<file path="src/rtl/lock_pkg.sv">
// rtl/lock_pkg.sv - shared key codes, state encoding and glyph indices for lock_verify
// Purpose: constants, the FSM state type and small decode helpers used by the
// lock_verify datapath and the seven-segment glyph decoder.
// Ports: none (package).
package lock_pkg;

   // Synchronized key patterns that count as a single-button press (active-low).
   localparam logic [3:0] KEY0 = 4'b1110;
   localparam logic [3:0] KEY1 = 4'b1101;
   localparam logic [3:0] KEY2 = 4'b1011;
   localparam logic [3:0] KEY3 = 4'b0111;

   // 2-bit press codes as stored in ulseq.
   localparam logic [1:0] CODE0 = 2'b00;
   localparam logic [1:0] CODE1 = 2'b01;
   localparam logic [1:0] CODE2 = 2'b10;
   localparam logic [1:0] CODE3 = 2'b11;

   typedef enum logic [2:0] {
      IDLE,
      ENTRY,
      CHECK,
      OPEN,
      ERROR,
      LOCKOUT
   } state_t;

   // Glyph index: 0..9 are the decimal digits, letters follow. Nineteen glyphs
   // need a 5-bit index.
   localparam int GLYPH_W = 5;
   typedef logic [GLYPH_W-1:0] glyph_t;

   localparam glyph_t G_DASH  = 5'd10;
   localparam glyph_t G_BLANK = 5'd11;
   localparam glyph_t G_O     = 5'd12;
   localparam glyph_t G_P     = 5'd13;
   localparam glyph_t G_N     = 5'd14;
   localparam glyph_t G_E     = 5'd15;
   localparam glyph_t G_R     = 5'd16;
   localparam glyph_t G_L     = 5'd17;
   localparam glyph_t G_C     = 5'd18;

   function automatic logic is_single_press(input logic [3:0] k);
      return (k == KEY0) || (k == KEY1) || (k == KEY2) || (k == KEY3);
   endfunction

   function automatic logic [1:0] key_code(input logic [3:0] k);
      logic [1:0] c;
      case (k)
         KEY1:    c = CODE1;
         KEY2:    c = CODE2;
         KEY3:    c = CODE3;
         default: c = CODE0;
      endcase
      return c;
   endfunction

   function automatic glyph_t digit_glyph(input logic [3:0] d);
      return {1'b0, d};
   endfunction

endpackage

</file>
<file path="src/rtl/seg7_glyph.sv">
// rtl/seg7_glyph.sv - glyph index to active-low seven-segment pattern
// Purpose: pure combinational lookup; segment order is {g,f,e,d,c,b,a}, 0 = lit.
// Ports:
//   i_glyph  in   GLYPH_W  glyph index from lock_pkg
//   o_seg    out  7        active-low segment pattern
module seg7_glyph
   import lock_pkg::*;
(
   input  logic [GLYPH_W-1:0] i_glyph,
   output logic [6:0]         o_seg
);

   always_comb begin
      o_seg = 7'h7F;
      case (i_glyph)
         5'd0:    o_seg = 7'h40;
         5'd1:    o_seg = 7'h79;
         5'd2:    o_seg = 7'h24;
         5'd3:    o_seg = 7'h30;
         5'd4:    o_seg = 7'h19;
         5'd5:    o_seg = 7'h12;
         5'd6:    o_seg = 7'h02;
         5'd7:    o_seg = 7'h78;
         5'd8:    o_seg = 7'h00;
         5'd9:    o_seg = 7'h10;
         G_DASH:  o_seg = 7'h3F;
         G_BLANK: o_seg = 7'h7F;
         G_O:     o_seg = 7'h40;
         G_P:     o_seg = 7'h0C;
         G_N:     o_seg = 7'h2B;
         G_E:     o_seg = 7'h06;
         G_R:     o_seg = 7'h2F;
         G_L:     o_seg = 7'h47;
         G_C:     o_seg = 7'h46;
         default: o_seg = 7'h7F;
      endcase
   end

endmodule

</file>
<file path="src/rtl/lock_verify.sv">
// rtl/lock_verify.sv - password verification with attempt limit and timed lockout
// Purpose: captures a key sequence, compares it with the latched stored sequence
// and drives unlock/alarm plus LED and seven-segment feedback.
// Ports:
//   clk        in   1          system clock
//   reset      in   1          synchronous, active-high
//   enable     in   1          low forces IDLE (except during LOCKOUT)
//   key        in   4          push buttons, active-low, asynchronous
//   seq_valid  in   1          ulseq holds a completed password
//   ulseq      in   2*nkeys    stored sequence, press i in bits [2i+1:2i]
//   unlocked   out  1          high throughout OPEN
//   alarm      out  1          high throughout LOCKOUT
//   Led        out  4          entry progress / status
//   Hex0..2    out  7 each     active-low seven-segment patterns
module lock_verify
   import lock_pkg::*;
#(
   parameter int nkeys          = 4,
   parameter int max_attempts   = 3,
   parameter int hold_cycles    = 50_000_000,
   parameter int lockout_cycles = 250_000_000
) (
   input  logic                 clk,
   input  logic                 reset,
   input  logic                 enable,
   input  logic [3:0]           key,
   input  logic                 seq_valid,
   input  logic [2*nkeys-1:0]   ulseq,
   output logic                 unlocked,
   output logic                 alarm,
   output logic [3:0]           Led,
   output logic [6:0]           Hex0,
   output logic [6:0]           Hex1,
   output logic [6:0]           Hex2
);

   localparam logic [3:0]  NKEYS_C   = 4'(nkeys);
   localparam logic [2:0]  MAXA_C    = 3'(max_attempts);
   localparam logic [31:0] HOLD_LAST = 32'(hold_cycles - 1);
   localparam logic [31:0] LOCK_LAST = 32'(lockout_cycles - 1);

   logic [3:0]         r_key_s1;
   logic [3:0]         r_key_s2;
   logic [3:0]         r_kprev;
   logic               r_press;
   logic [1:0]         r_press_code;

   state_t             r_state;
   state_t             w_state_next;
   logic [2*nkeys-1:0] r_ref_seq;
   logic [3:0]         r_cnt;
   logic [2:0]         r_attempts;
   logic               r_mismatch;
   logic [31:0]        r_timer;

   logic [2*nkeys-1:0] w_ref_shift;
   logic [1:0]         w_ref_code;
   logic               w_timer_done;
   logic [2:0]         w_attempts_inc;
   glyph_t             w_g0;
   glyph_t             w_g1;
   glyph_t             w_g2;

   // Two-flop synchronizer followed by a registered edge detector: an event
   // fires only when the previous sample was all-released and the new sample
   // is exactly one button, so holds and chords never repeat or add events.
   always_ff @(posedge clk) begin
      if (reset) begin
         r_key_s1     <= 4'hF;
         r_key_s2     <= 4'hF;
         r_kprev      <= 4'hF;
         r_press      <= 1'b0;
         r_press_code <= CODE0;
      end else begin
         r_key_s1     <= key;
         r_key_s2     <= r_key_s1;
         r_kprev      <= r_key_s2;
         r_press      <= (r_kprev == 4'hF) && is_single_press(r_key_s2);
         r_press_code <= key_code(r_key_s2);
      end
   end

   // Shift rather than index so the select width is independent of nkeys.
   assign w_ref_shift = r_ref_seq >> {r_cnt, 1'b0};
   assign w_ref_code  = w_ref_shift[1:0];

   always_ff @(posedge clk) begin
      if (reset) begin
         r_state <= IDLE;
      end else begin
         r_state <= w_state_next;
      end
   end

   always_comb begin
      w_state_next   = r_state;
      w_attempts_inc = r_attempts + 3'd1;
      w_timer_done   = 1'b0;
      unlocked       = 1'b0;
      alarm          = 1'b0;
      Led            = 4'h0;
      w_g2           = G_BLANK;
      w_g1           = G_BLANK;
      w_g0           = G_DASH;
      case (r_state)
         IDLE: begin
            if (enable && seq_valid) w_state_next = ENTRY;
         end
         ENTRY, CHECK: begin
            Led = r_cnt;
            if (r_cnt > 4'd9) begin
               w_g1 = digit_glyph(4'd1);
               w_g0 = digit_glyph(r_cnt - 4'd10);
            end else begin
               w_g0 = digit_glyph(r_cnt);
            end
            if (r_state == ENTRY) begin
               if (!enable) w_state_next = IDLE;
               else if (r_cnt == NKEYS_C) w_state_next = CHECK;
            end else begin
               if (!r_mismatch) w_state_next = OPEN;
               else if (w_attempts_inc == MAXA_C) w_state_next = LOCKOUT;
               else w_state_next = ERROR;
            end
         end
         OPEN: begin
            unlocked     = 1'b1;
            Led          = 4'hF;
            w_g2         = G_O;
            w_g1         = G_P;
            w_g0         = G_N;
            w_timer_done = (r_timer == HOLD_LAST);
            if (!enable || w_timer_done) w_state_next = IDLE;
         end
         ERROR: begin
            w_g2         = G_E;
            w_g1         = G_R;
            w_g0         = G_R;
            w_timer_done = (r_timer == HOLD_LAST);
            if (!enable || w_timer_done) w_state_next = IDLE;
         end
         LOCKOUT: begin
            alarm        = 1'b1;
            w_g2         = G_L;
            w_g1         = G_O;
            w_g0         = G_C;
            w_timer_done = (r_timer == LOCK_LAST);
            if (w_timer_done) w_state_next = IDLE;
         end
         default: w_state_next = IDLE;
      endcase
   end

   always_ff @(posedge clk) begin
      if (reset) begin
         r_ref_seq  <= '0;
         r_cnt      <= 4'd0;
         r_attempts <= 3'd0;
         r_mismatch <= 1'b0;
         r_timer    <= 32'd0;
      end else begin
         case (r_state)
            IDLE: begin
               r_timer <= 32'd0;
               if (enable && seq_valid) begin
                  r_ref_seq  <= ulseq;
                  r_cnt      <= 4'd0;
                  r_mismatch <= 1'b0;
               end
            end
            ENTRY: begin
               if (enable && r_press && (r_cnt != NKEYS_C)) begin
                  if (r_press_code != w_ref_code) r_mismatch <= 1'b1;
                  r_cnt <= r_cnt + 4'd1;
               end
            end
            CHECK: begin
               r_timer <= 32'd0;
               if (r_mismatch) r_attempts <= w_attempts_inc;
               else r_attempts <= 3'd0;
            end
            OPEN, ERROR: begin
               r_timer <= r_timer + 32'd1;
            end
            LOCKOUT: begin
               r_timer <= r_timer + 32'd1;
               if (w_timer_done) r_attempts <= 3'd0;
            end
            default: r_timer <= 32'd0;
         endcase
      end
   end

   seg7_glyph u_hex0 (.i_glyph(w_g0), .o_seg(Hex0));
   seg7_glyph u_hex1 (.i_glyph(w_g1), .o_seg(Hex1));
   seg7_glyph u_hex2 (.i_glyph(w_g2), .o_seg(Hex2));

endmodule

</file>
<file path="config.mk">
export PLATFORM = sky130hd
export DESIGN_NAME = lock_verify
export DESIGN_NICKNAME = d
export VERILOG_FILES = /design/src/rtl/lock_pkg.sv /design/src/rtl/seg7_glyph.sv /design/src/rtl/lock_verify.sv
export SDC_FILE = /design/constraint.sdc
export NUM_CORES = 1
export LEC_CHECK = 0
export BUFFER_PORTS_ARGS = -buffer_cell sky130_fd_sc_hd__buf_2
export CORE_MARGIN = 2
export CORE_UTILIZATION = 33
export CTS_CLUSTER_DIAMETER = 200
export DETAILED_ROUTE_END_ITERATION = 7
export PLACE_DENSITY = 0.57
export REMOVE_ABC_BUFFERS = 1
export SLEW_MARGIN = 20
export SYNTH_ARGS = -nofsm -noshare
export SYNTH_HDL_FRONTEND = slang
export SYNTH_HIERARCHICAL = 1
export SYNTH_SLANG_ARGS = --single-unit
</file>
<file path="constraint.sdc">
create_clock -name clk -period 4.3 [get_ports clk]
set_input_delay 0.43 -clock clk [delete_from_list [all_inputs] [get_ports clk]]
set_output_delay 0.43 -clock clk [all_outputs]
set_load 0.05 [all_outputs]
</file>
==> out/qor.txt, run 1 <==
critical path's largest stage delay: 0.42 ns
cts hold-fix bufs: 0
Starting Density: 33.5%
vias in the first global route: 4006
Final TNS setup: 0 ns
Most used DFF post-synth: dfxtp_1
Max VDD drop: 0.345 mV
wire length per cell: 14.4 um
Placeable Area: 14400 sq um
cell breakdown of the critical path: inv_1 > ha_1 > o21ba_2 > nor2b_2 > xnor2_1 > a21oi_1 > a2bb2oi_1 > buf_4 > inv_1 > ha_1 > mux2_2 > a221oi_1 > clkbuf_4
ant diodes: 0
HPWL after DPL: 8020 um
H-tree depth: 3
power consumption: 2.16 mW
root buffer cell: clkbuf_16
1st-iter DRT viols: 259
crit path max fanout: 8
DRT Wirelength: 11300 um
Cell variety after synth: 79
hold crit path type: primary input to flop
Tmin final: 3.92 ns
leak pwr: 1.99 nW
final-stage net count: 642
share of the synthesized area in the top cell type: 27.4%
Post-synth top cells: dfxtp_1, nor2_1, nand2_1
ys async rst share: 0%
RSZ-0062 raised after global routing: no
IO Count: 43
GRT Total Usage: 14.6%
final RePlAce weighted congestion: 0.876
TritonRoute pass-1 iters: 5
vias per cell: 5.50
pin count of the biggest net entering global routing: 38
CP max stage cell: dfxtp_2
critical path class: flop to output port
PortBufs: 42
endpoints failing setup: 0
Syn Area/Cell: 8.36 sq um
area leader, netlist: dfxtp_1
CP Launch Type: flop
Worst Clk Skew: 0.00593 ns
WP data required: 3.87 ns
Peak Freq: 255 MHz
synthesized flop and latch total: 66
Overflow after GRT: 0
sequential area share after synthesis: 27.4%
final hold viol count: 0
row cnt: 44
Max Transition Viols Final: 0
CTS max path bufs: 2
status: finished clean
Clock transition at path regs: 0.06 ns
number of synthesized flops with an enable pin: 0
Cell Area, Synth: 4820 sq um
clock buffer count from CTS: 9
Worst-Skew Late Latency: 0.33 ns
Worst slew margin: 41.9%
first-pass GRT wire length: 19400 um
Die ar.: 15600 sq um
chip height: 125 um
arrival time worst endpoint: 3.49 ns
Critical Path End Type: output port
Die X: 125 um
post-route ant nets: 0
clock sinks: 66
worst-margin pin slew: 0.868 ns
most area-consuming cells after synthesis: dfxtp_1, ha_1, nor2_1, mux2i_1, nand2_1
initial antenna violation count: 0
pwr dens: 403 nW/um^2
CTS tree: built
Ys Warns: 6
Vias: 4339
most frequent cell after synthesis: dfxtp_1
max-cap violations: 0
DRC: 0
area growth from synthesis to layout: 11.5%
share of layout cells above drive strength 1: 20.0%
Mapped Cells: 576
period utilization: 91.2%
worst max-delay path, delay by kind of cell (launching register included):
| family | cells | cell delay [ns] |
|---|---|---|
| flip-flops | 1 | 0.42 |
| buffers and inverters | 4 | 0.68 |
| AND/OR/NAND/NOR | 1 | 0.21 |
| adder cells (fa/ha/maj) | 2 | 0.56 |
| AO/OA/AOI/OAI | 4 | 0.85 |
| multiplexers | 1 | 0.31 |
| XOR/XNOR | 1 | 0.11 |
what timing repair did:
action | 4_1_cts | 5_1_grt
resized for setup | 0 | 4
endpoints found under the setup margin | 0 | 1
setup buffers | 0 | 0
final timing paths:
check / from / to / slack, ns / depth (start not counted)
hold / removal: key[3] / r_key_s1[3]$_SDFF_PP1_ / 0.29 / 2
setup reg to reg: r_state[0]$_SDFFE_PP0P_ / r_timer[15]$_SDFFE_PP0N_ / 1.61 / 5
hold reg to reg: r_key_s1[1]$_SDFF_PP1_ / r_key_s2[1]$_SDFF_PP1_ / 0.41 / 1
setup / recovery: r_cnt[1]$_SDFFE_PP0P_ / Hex0[5] / 0.38 / 13
state kept, by name, summed over array words and instances (netlist names):
signal and flops:
r_timer 32, r_kprev 4, r_state 3, r_press 1, r_key_s1 4, r_cnt 4
r_ref_seq 8, r_attempts 3, r_key_s2 4, r_press_code 2, r_mismatch 1
where the power goes:
part           internal (mW)  switching, mW
sequential             0.633         0.0257
combinational          0.252          0.543
clock                  0.444          0.266
total                   1.33          0.835
metal layers:
layer | vias up | global-route usage [%] | wire, um
met4 | 0 | 4.36 | 117
met5 | - | 0 | 0
met3 | 7 | 2.84 | 423
met2 | 83 | 23.8 | 5300
li1 | 2174 | - | -
met1 | 2075 | 19.6 | 5500
metrics by stage:
step	instances	setup slack (ns)	hold WS [ns]	util [%]	instance area (sq um)
after floorplan	536	-0.473	0.389	-	4550
after global placement	773	0.678	0.395	35.3	5070
after detailed placement	773	0.471	0.397	35.3	5070
after CTS	789	0.115	0.272	37.3	5360
after global routing	789	0.0578	0.287	37.4	5370
final	789	0.378	0.286	37.4	5370
kinds of logic (layout without fill, tap and decap cells):
family,after synthesis,in the layout,share of synthesized area [%]
multiplexers,23,23,5.38
XOR/XNOR,16,16,2.91
AO/OA/AOI/OAI,142,142,21.0
AND/OR/NAND/NOR,243,243,29.3
flip-flops,66,66,27.4
adder cells (fa/ha/maj),27,27,6.96
buffers and inverters,59,88,7.01
layout make-up:
class                   instances  area (sq um)
fillers                      1434          9000
multi-input cells             451          3160
flip-flops and latches         66          1320
repair buffers                 53           295
well taps                     184           230
clock buffers                  10           229
inverters                      19          71.3
clock inverters                 6          57.6
cells in the final DEF (no fill, tap or decap), types with 10 or more instances in the layout:
cell	instances
a211oi_1	16
a21oi_1	28
a31oi_1	15
and3_1	10
buf_2	41
buf_4	11
dfxtp_1	64
ha_1	26
inv_1	17
mux2i_1	18
nand2_1	43
nand3_1	18
nand4_1	17
nor2_1	49
nor2b_1	10
nor3_1	16
o21ai_0	29
or2_2	14
(Power assumes the default switching activity.)
==> run 2, diff against run 1 <==
--- a/config.mk
+++ b/config.mk
@@ -7,10 +7,10 @@
 export LEC_CHECK = 0
 export BUFFER_PORTS_ARGS = -buffer_cell sky130_fd_sc_hd__buf_2
 export CORE_MARGIN = 2
-export CORE_UTILIZATION = 33
+export CORE_UTILIZATION = 60
 export CTS_CLUSTER_DIAMETER = 200
 export DETAILED_ROUTE_END_ITERATION = 7
-export PLACE_DENSITY = 0.57
+export PLACE_DENSITY = 0.88
 export REMOVE_ABC_BUFFERS = 1
 export SLEW_MARGIN = 20
 export SYNTH_ARGS = -nofsm -noshare
==> constraint.sdc (replaced) <==
create_clock -name clk -period 4.3 [get_ports clk]
set_input_delay 0.86 -clock clk [delete_from_list [all_inputs] [get_ports clk]]
set_output_delay 0.86 -clock clk [all_outputs]
set_load 0.05 [all_outputs]
==> run 2 against run 1 <==
  * Critical path depth fell by 1
  * Flip-flop and latch count is the same
  * Register-to-register slack better by 0.06 ns
  * Setup slack worse by 0.18 ns
  * Global-route usage grew 11 points
  * Highest routed layer unchanged
  * Largest power group unchanged
  * Clock power fell by 26%
  * Die area down 44%
==> out/qor.txt, run 2 (synthesis gave the netlist of run 1 again) <==
Placed Cells: 691
Placed Instance Area: 4970 sq um
pin count of the biggest net entering global routing: 38
row cnt: 32
critical path class: flop to output port
Worst-Skew Late Latency: 0.36 ns
arrival time worst endpoint: 3.24 ns
CTS tree: built
commonest non-fill, non-tap cells in the layout: dfxtp_1, nor2_1, nand2_1
cts hold-fix bufs: 0
fin cells: 707
worst hold slack: 0.410 ns
WP buf/inv: 3
Starting Density: 62.0%
share of layout cells above drive strength 1: 20.2%
largest registers: r_timer (32), r_ref_seq (8)
Die ar.: 8760 sq um
final worst slack: 0.198 ns
CTS max path bufs: 2
Die X: 93.6 um
Critical Path End Type: output port
area growth from synthesis to layout: 7.85%
first-pass GRT wire length: 18300 um
RSZ-0062 raised after global routing: no
commonest non-fill, non-tap cell in the layout: dfxtp_1
1st-iter DRT viols: 393
IO Count: 43
Vias: 4451
Overflow after GRT: 0
final core utilization: 66.9%
Max VDD drop: 0.229 mV
Worst slew margin: 41.6%
HPWL after DPL: 7480 um
vias per cell: 6.30
final RePlAce weighted congestion: 0.917
initial antenna violation count: 0
clock buffer count from CTS: 9
# Post-CTS Setup Buffers: 0
wire length per cell: 15.3 um
Tmin final: 4.10 ns
CP max stage cell: dfxtp_4
Design Area, Final: 5190 sq um
clock sinks: 66
GRT Total Usage: 25.3%
final-stage net count: 642
crit path max fanout: 6
Clock transition at path regs: 0.07 ns
post-route ant nets: 0
max reg flops: 32
max-cap violations: 0
power consumption: 1.98 mW
ant diodes: 0
H-tree depth: 3
Final TNS setup: 0 ns
Max Transition Viols Final: 0
TritonRoute pass-1 iters: 5
Peak Freq: 244 MHz
DRC: 0
period utilization: 95.4%
R2R Setup Slk: 1.67 ns
root buffer cell: clkbuf_8
worst-margin pin slew: 0.875 ns
Worst Clk Skew: 0.0127 ns
cell breakdown of the critical path: inv_1 > ha_1 > o21ba_2 > nor2b_4 > xnor2_1 > a21oi_1 > a2bb2oi_2 > inv_1 > ha_1 > mux2_2 > a221oi_1 > buf_4
critical path's largest stage delay: 0.39 ns
worst slack, placed: 0.209 ns
endpoints failing setup: 0
Placeable Area: 7770 sq um
status: finished clean
hold crit path type: flop to flop
WP data required: 3.44 ns
Largest Register: r_timer
DRT Wirelength: 10800 um
chip height: 93.6 um
top cell family by delay on the critical path: compound AO/OA/AOI/OAI gates
CP Launch Type: flop
leak pwr: 1.95 nW
vias in the first global route: 4100
PortBufs: 42
final hold viol count: 0
pwr dens: 381 nW/um^2
run 2: cell count changes in the layout (fill, tap and decap cells not counted), moves of 2 or more:
cell,previous run,this run
clkbuf_8,0,10
clkbuf_16,9,0
clkinv_2,4,1
dfxtp_2,2,0
run 2: timing repair:
item / 4_1_cts / 5_1_grt
endpoints found under the hold margin: 0 / 0
gates resized for setup: 3 / 6
setup endpoints to repair: 3 / 9
run 2: final timing paths:
kind	to	start	depth (start not counted)
min	r_key_s2[2]$_SDFF_PP1_	r_key_s1[2]$_SDFF_PP1_	1
min reg2reg	r_key_s2[2]$_SDFF_PP1_	r_key_s1[2]$_SDFF_PP1_	1
max	Hex0[5]	r_cnt[0]$_SDFFE_PP0P_	12
max reg2reg	r_timer[18]$_SDFFE_PP0N_	r_state[0]$_SDFFE_PP0P_	4
run 2: where the power goes:
part | total, mW | switching (mW) | internal, mW | leakage (nW)
Sequential | 0.671 | 0.0395 | 0.631 | 0.536
Combinational | 0.780 | 0.525 | 0.255 | 1.32
Clock | 0.528 | 0.244 | 0.284 | 0.0966
Total | 1.98 | 0.808 | 1.17 | 1.95
run 2: layout make-up:
type,count,area (sq um)
timing repair buffer,53,295
sequential,66,1330
clock inverter,4,51.3
multi-input combinational,451,3180
inverter,19,71.3
tap,102,128
clock buffer,12,145
fill,602,2570
run 2: per-layer routing:
layer | vias to the layer above | part of all wire, % | GRT usage, %
met5 | - | 0 | 0
met4 | 0 | 1.0 | 10.3
met3 | 14 | 5.9 | 3.46
met2 | 166 | 48 | 42.6
met1 | 2100 | 45 | 32.7
li1 | 2171 | - | -
==> run 3, diff against run 2 <==
--- a/config.mk
+++ b/config.mk
@@ -6,8 +6,9 @@
 export NUM_CORES = 1
 export LEC_CHECK = 0
 export BUFFER_PORTS_ARGS = -buffer_cell sky130_fd_sc_hd__buf_2
+export CORE_ASPECT_RATIO = 2
 export CORE_MARGIN = 2
-export CORE_UTILIZATION = 60
+export CORE_UTILIZATION = 59
 export CTS_CLUSTER_DIAMETER = 200
 export DETAILED_ROUTE_END_ITERATION = 7
 export PLACE_DENSITY = 0.88
@@ -15,5 +16,4 @@
 export SLEW_MARGIN = 20
 export SYNTH_ARGS = -nofsm -noshare
 export SYNTH_HDL_FRONTEND = slang
-export SYNTH_HIERARCHICAL = 1
 export SYNTH_SLANG_ARGS = --single-unit
==> run 3 against run 2 <==
  * Combinational power down 68%
  * Global-route usage increased by 2.8 points
  * Critical endpoint is now Hex0[2]
  * Count of clock-buffer cells in the layout unchanged
  * Clock skew is 0.0066 ns lower
  * Wire length down 14%
  * Via count down 16%
  * Largest cell class unchanged
==> out/qor.txt, run 3 <==
Ys Warns: 0
Worst Clk Skew: 0.00609 ns
leak pwr: 1.62 nW
largest registers: r_timer (32), r_ref_seq (8)
critical path endpoint: Hex0[2]
Simple-Gate Fraction of Synth Area: 28.2%
most frequent cell after synthesis: dfxtp_1
vias per cell: 6.14
Syn Area/Cell: 7.93 sq um
Clock transition at path regs: 0.05 ns
Peak Freq: 244 MHz
Adder-Cell Fraction of Synth Area: 6.03%
Critical R2R Launch: r_state[1]$_SDFFE_PP0P_
vias in the first global route: 3409
GRT Total Usage: 28.1%
Placeable Area: 6310 sq um
first-pass GRT wire length: 15700 um
worst hold slack: 0.403 ns
detailed route wirelength on metal3: 539 um
Starting Density: 61.2%
TritonRoute pass-1 iters: 5
max-cap violations: 0
root buffer cell: clkbuf_16
DRT Wirelength: 9360 um
wire length per cell: 15.4 um
ant diodes: 0
PortBufs: 42
clock sinks: 66
Cell Area, Synth: 3860 sq um
WL met1: 3420 um
area growth from synthesis to layout: 13.6%
CTS tree: built
crit path max fanout: 8
initial antenna violation count: 0
reg2reg end: r_timer[10]$_SDFFE_PP0N_
R2R Setup Slk: 1.51 ns
share of layout cells above drive strength 1: 18.1%
post-synthesis share of cell area spent on xor and xnor gates: 4.54%
Synth Area in Compound Gates: 18.1%
Vias: 3719
row cnt: 41
pwr dens: 362 nW/um^2
WP data required: 3.44 ns
final hold viol count: 0
chip height: 118 um
Mapped Cells: 487
cells on worst reg2reg path: 9
Die X: 61.2 um
ys async rst share: 0%
WL met2: 5010 um
period utilization: 95.2%
arrival time worst endpoint: 3.23 ns
share of the synthesized area in the top cell type: 34.2%
Worst-Skew Late Latency: 0.33 ns
largest family of logic cells by synthesized area: simple AND/OR/NAND/NOR gates
Max Transition Viols Final: 0
IO Count: 43
Placed Cells: 591
CP Launch Type: flop
Tmin final: 4.09 ns
most area-consuming cells after synthesis: dfxtp_1, nor2_1, ha_1, nand2_1, a21oi_1
DRC: 0
Post-synth top cells: dfxtp_1, nor2_1, nand2_1
Largest Register: r_timer
Most used DFF post-synth: dfxtp_1
crit path launch: r_cnt[0]$_SDFFE_PP0P_
final-stage net count: 549
fin cells: 606
Final TNS setup: 0 ns
power consumption: 1.59 mW
Max Used Layer: met4
final RePlAce weighted congestion: 0.883
Worst slew margin: 30.8%
critical path class: flop to output port
commonest non-fill, non-tap cells in the layout: dfxtp_1, nor2_1, nand2_1
CTS max path bufs: 2
synthesized flop and latch total: 66
1st-iter DRT viols: 353
HPWL after DPL: 6620 um
post-synthesis mux area share: 3.79%
worst-margin pin slew: 1.03 ns
hold crit path type: flop to flop
RSZ-0062 raised after global routing: no
Cell variety after synth: 64
number of synthesized flops with an enable pin: 0
Die ar.: 7240 sq um
sequential area share after synthesis: 34.2%
pin count of the biggest net entering global routing: 52
max reg flops: 32
area leader, netlist: dfxtp_1
commonest non-fill, non-tap cell in the layout: dfxtp_1
Critical Path End Type: output port
Max VDD drop: 0.363 mV
status: finished clean
H-tree depth: 3
post-route ant nets: 0
clock buffer count from CTS: 9
Overflow after GRT: 0
endpoints failing setup: 0
run 3: where the power goes:
| part | switching [mW] | leakage (nW) | internal (mW) | total [mW] |
|---|---|---|---|---|
| combinational | 0.171 | 0.940 | 0.0766 | 0.248 |
| sequential | 0.0155 | 0.535 | 0.626 | 0.641 |
| clock | 0.242 | 0.142 | 0.459 | 0.700 |
| total | 0.428 | 1.62 | 1.16 | 1.59 |
run 3: logic make-up (layout without fill, tap and decap cells):
kind of cell	count (synthesis)	in the layout
AOI/OAI and AO/OA	109	109
and+or+nand+nor	213	213
DFF	66	66
buffers and inverters	48	81
xor gates and xnor gates	20	20
muxes	12	12
adders and majority gates	19	19
run 3: final cells by class:
class,instances,area (sq um)
Clock buffer,12,246
Clock inverter,3,40.0
Fill cell,517,1920
Inverter,21,78.8
Multi-Input combinational cell,373,2360
Sequential cell,66,1320
Tap cell,86,108
Timing Repair Buffer,45,233
run 3: per-layer routing:
metal  up-vias  GRT usage (%)
li1       1792              -
met1      1730           30.4
met2       162           47.8
met3        35           7.22
met4         0           14.0
met5         -              0
run 3: worst max-delay path, stage by stage (launching register included):
cell and delay [ns]:
dfxtp_1 0.53, inv_1 0.16, ha_1 0.29, o21bai_2 0.26
and2_1 0.24, xnor2_1 0.10, nand2_1 0.09, nand2_1 0.11
inv_1 0.13, ha_1 0.20, a31oi_1 0.10, maj3_1 0.38
nand2b_1 0.07, buf_2 0.25
run 3: worst min path at each step:
stage	startpoint	endpoint	slack, ns	cells past startpoint
6_report	r_key_s1[1]$_SDFF_PP1_	r_key_s2[1]$_SDFF_PP1_	0.40	1
3_5_place_dp	r_key_s1[3]$_SDFF_PP1_	r_key_s2[3]$_SDFF_PP1_	0.40	1
3_3_place_gp	r_key_s1[0]$_SDFF_PP1_	r_key_s2[0]$_SDFF_PP1_	0.39	1
4_1_cts	r_key_s1[1]$_SDFF_PP1_	r_key_s2[1]$_SDFF_PP1_	0.41	1
2_1_floorplan	r_key_s1[0]$_SDFF_PP1_	r_key_s2[0]$_SDFF_PP1_	0.39	1
5_1_grt	r_key_s1[1]$_SDFF_PP1_	r_key_s2[1]$_SDFF_PP1_	0.41	1
run 3: timing repair:
action | CTS | global route
gates resized for setup | 0 | 3
setup endpoints to repair | 0 | 8
buffers inserted | 0 | 0
hold buffers | 0 | 0
run 3: metrics by stage:
step	setup WS (ns)	instance area, sq um	util (%)
2_1_floorplan	0.115	3740	-
3_3_place_gp	0.699	4090	64.8
3_5_place_dp	0.527	4090	64.8
4_1_cts	0.170	4380	69.3
5_1_grt	0.00244	4390	69.5
6_report	0.208	4390	69.5
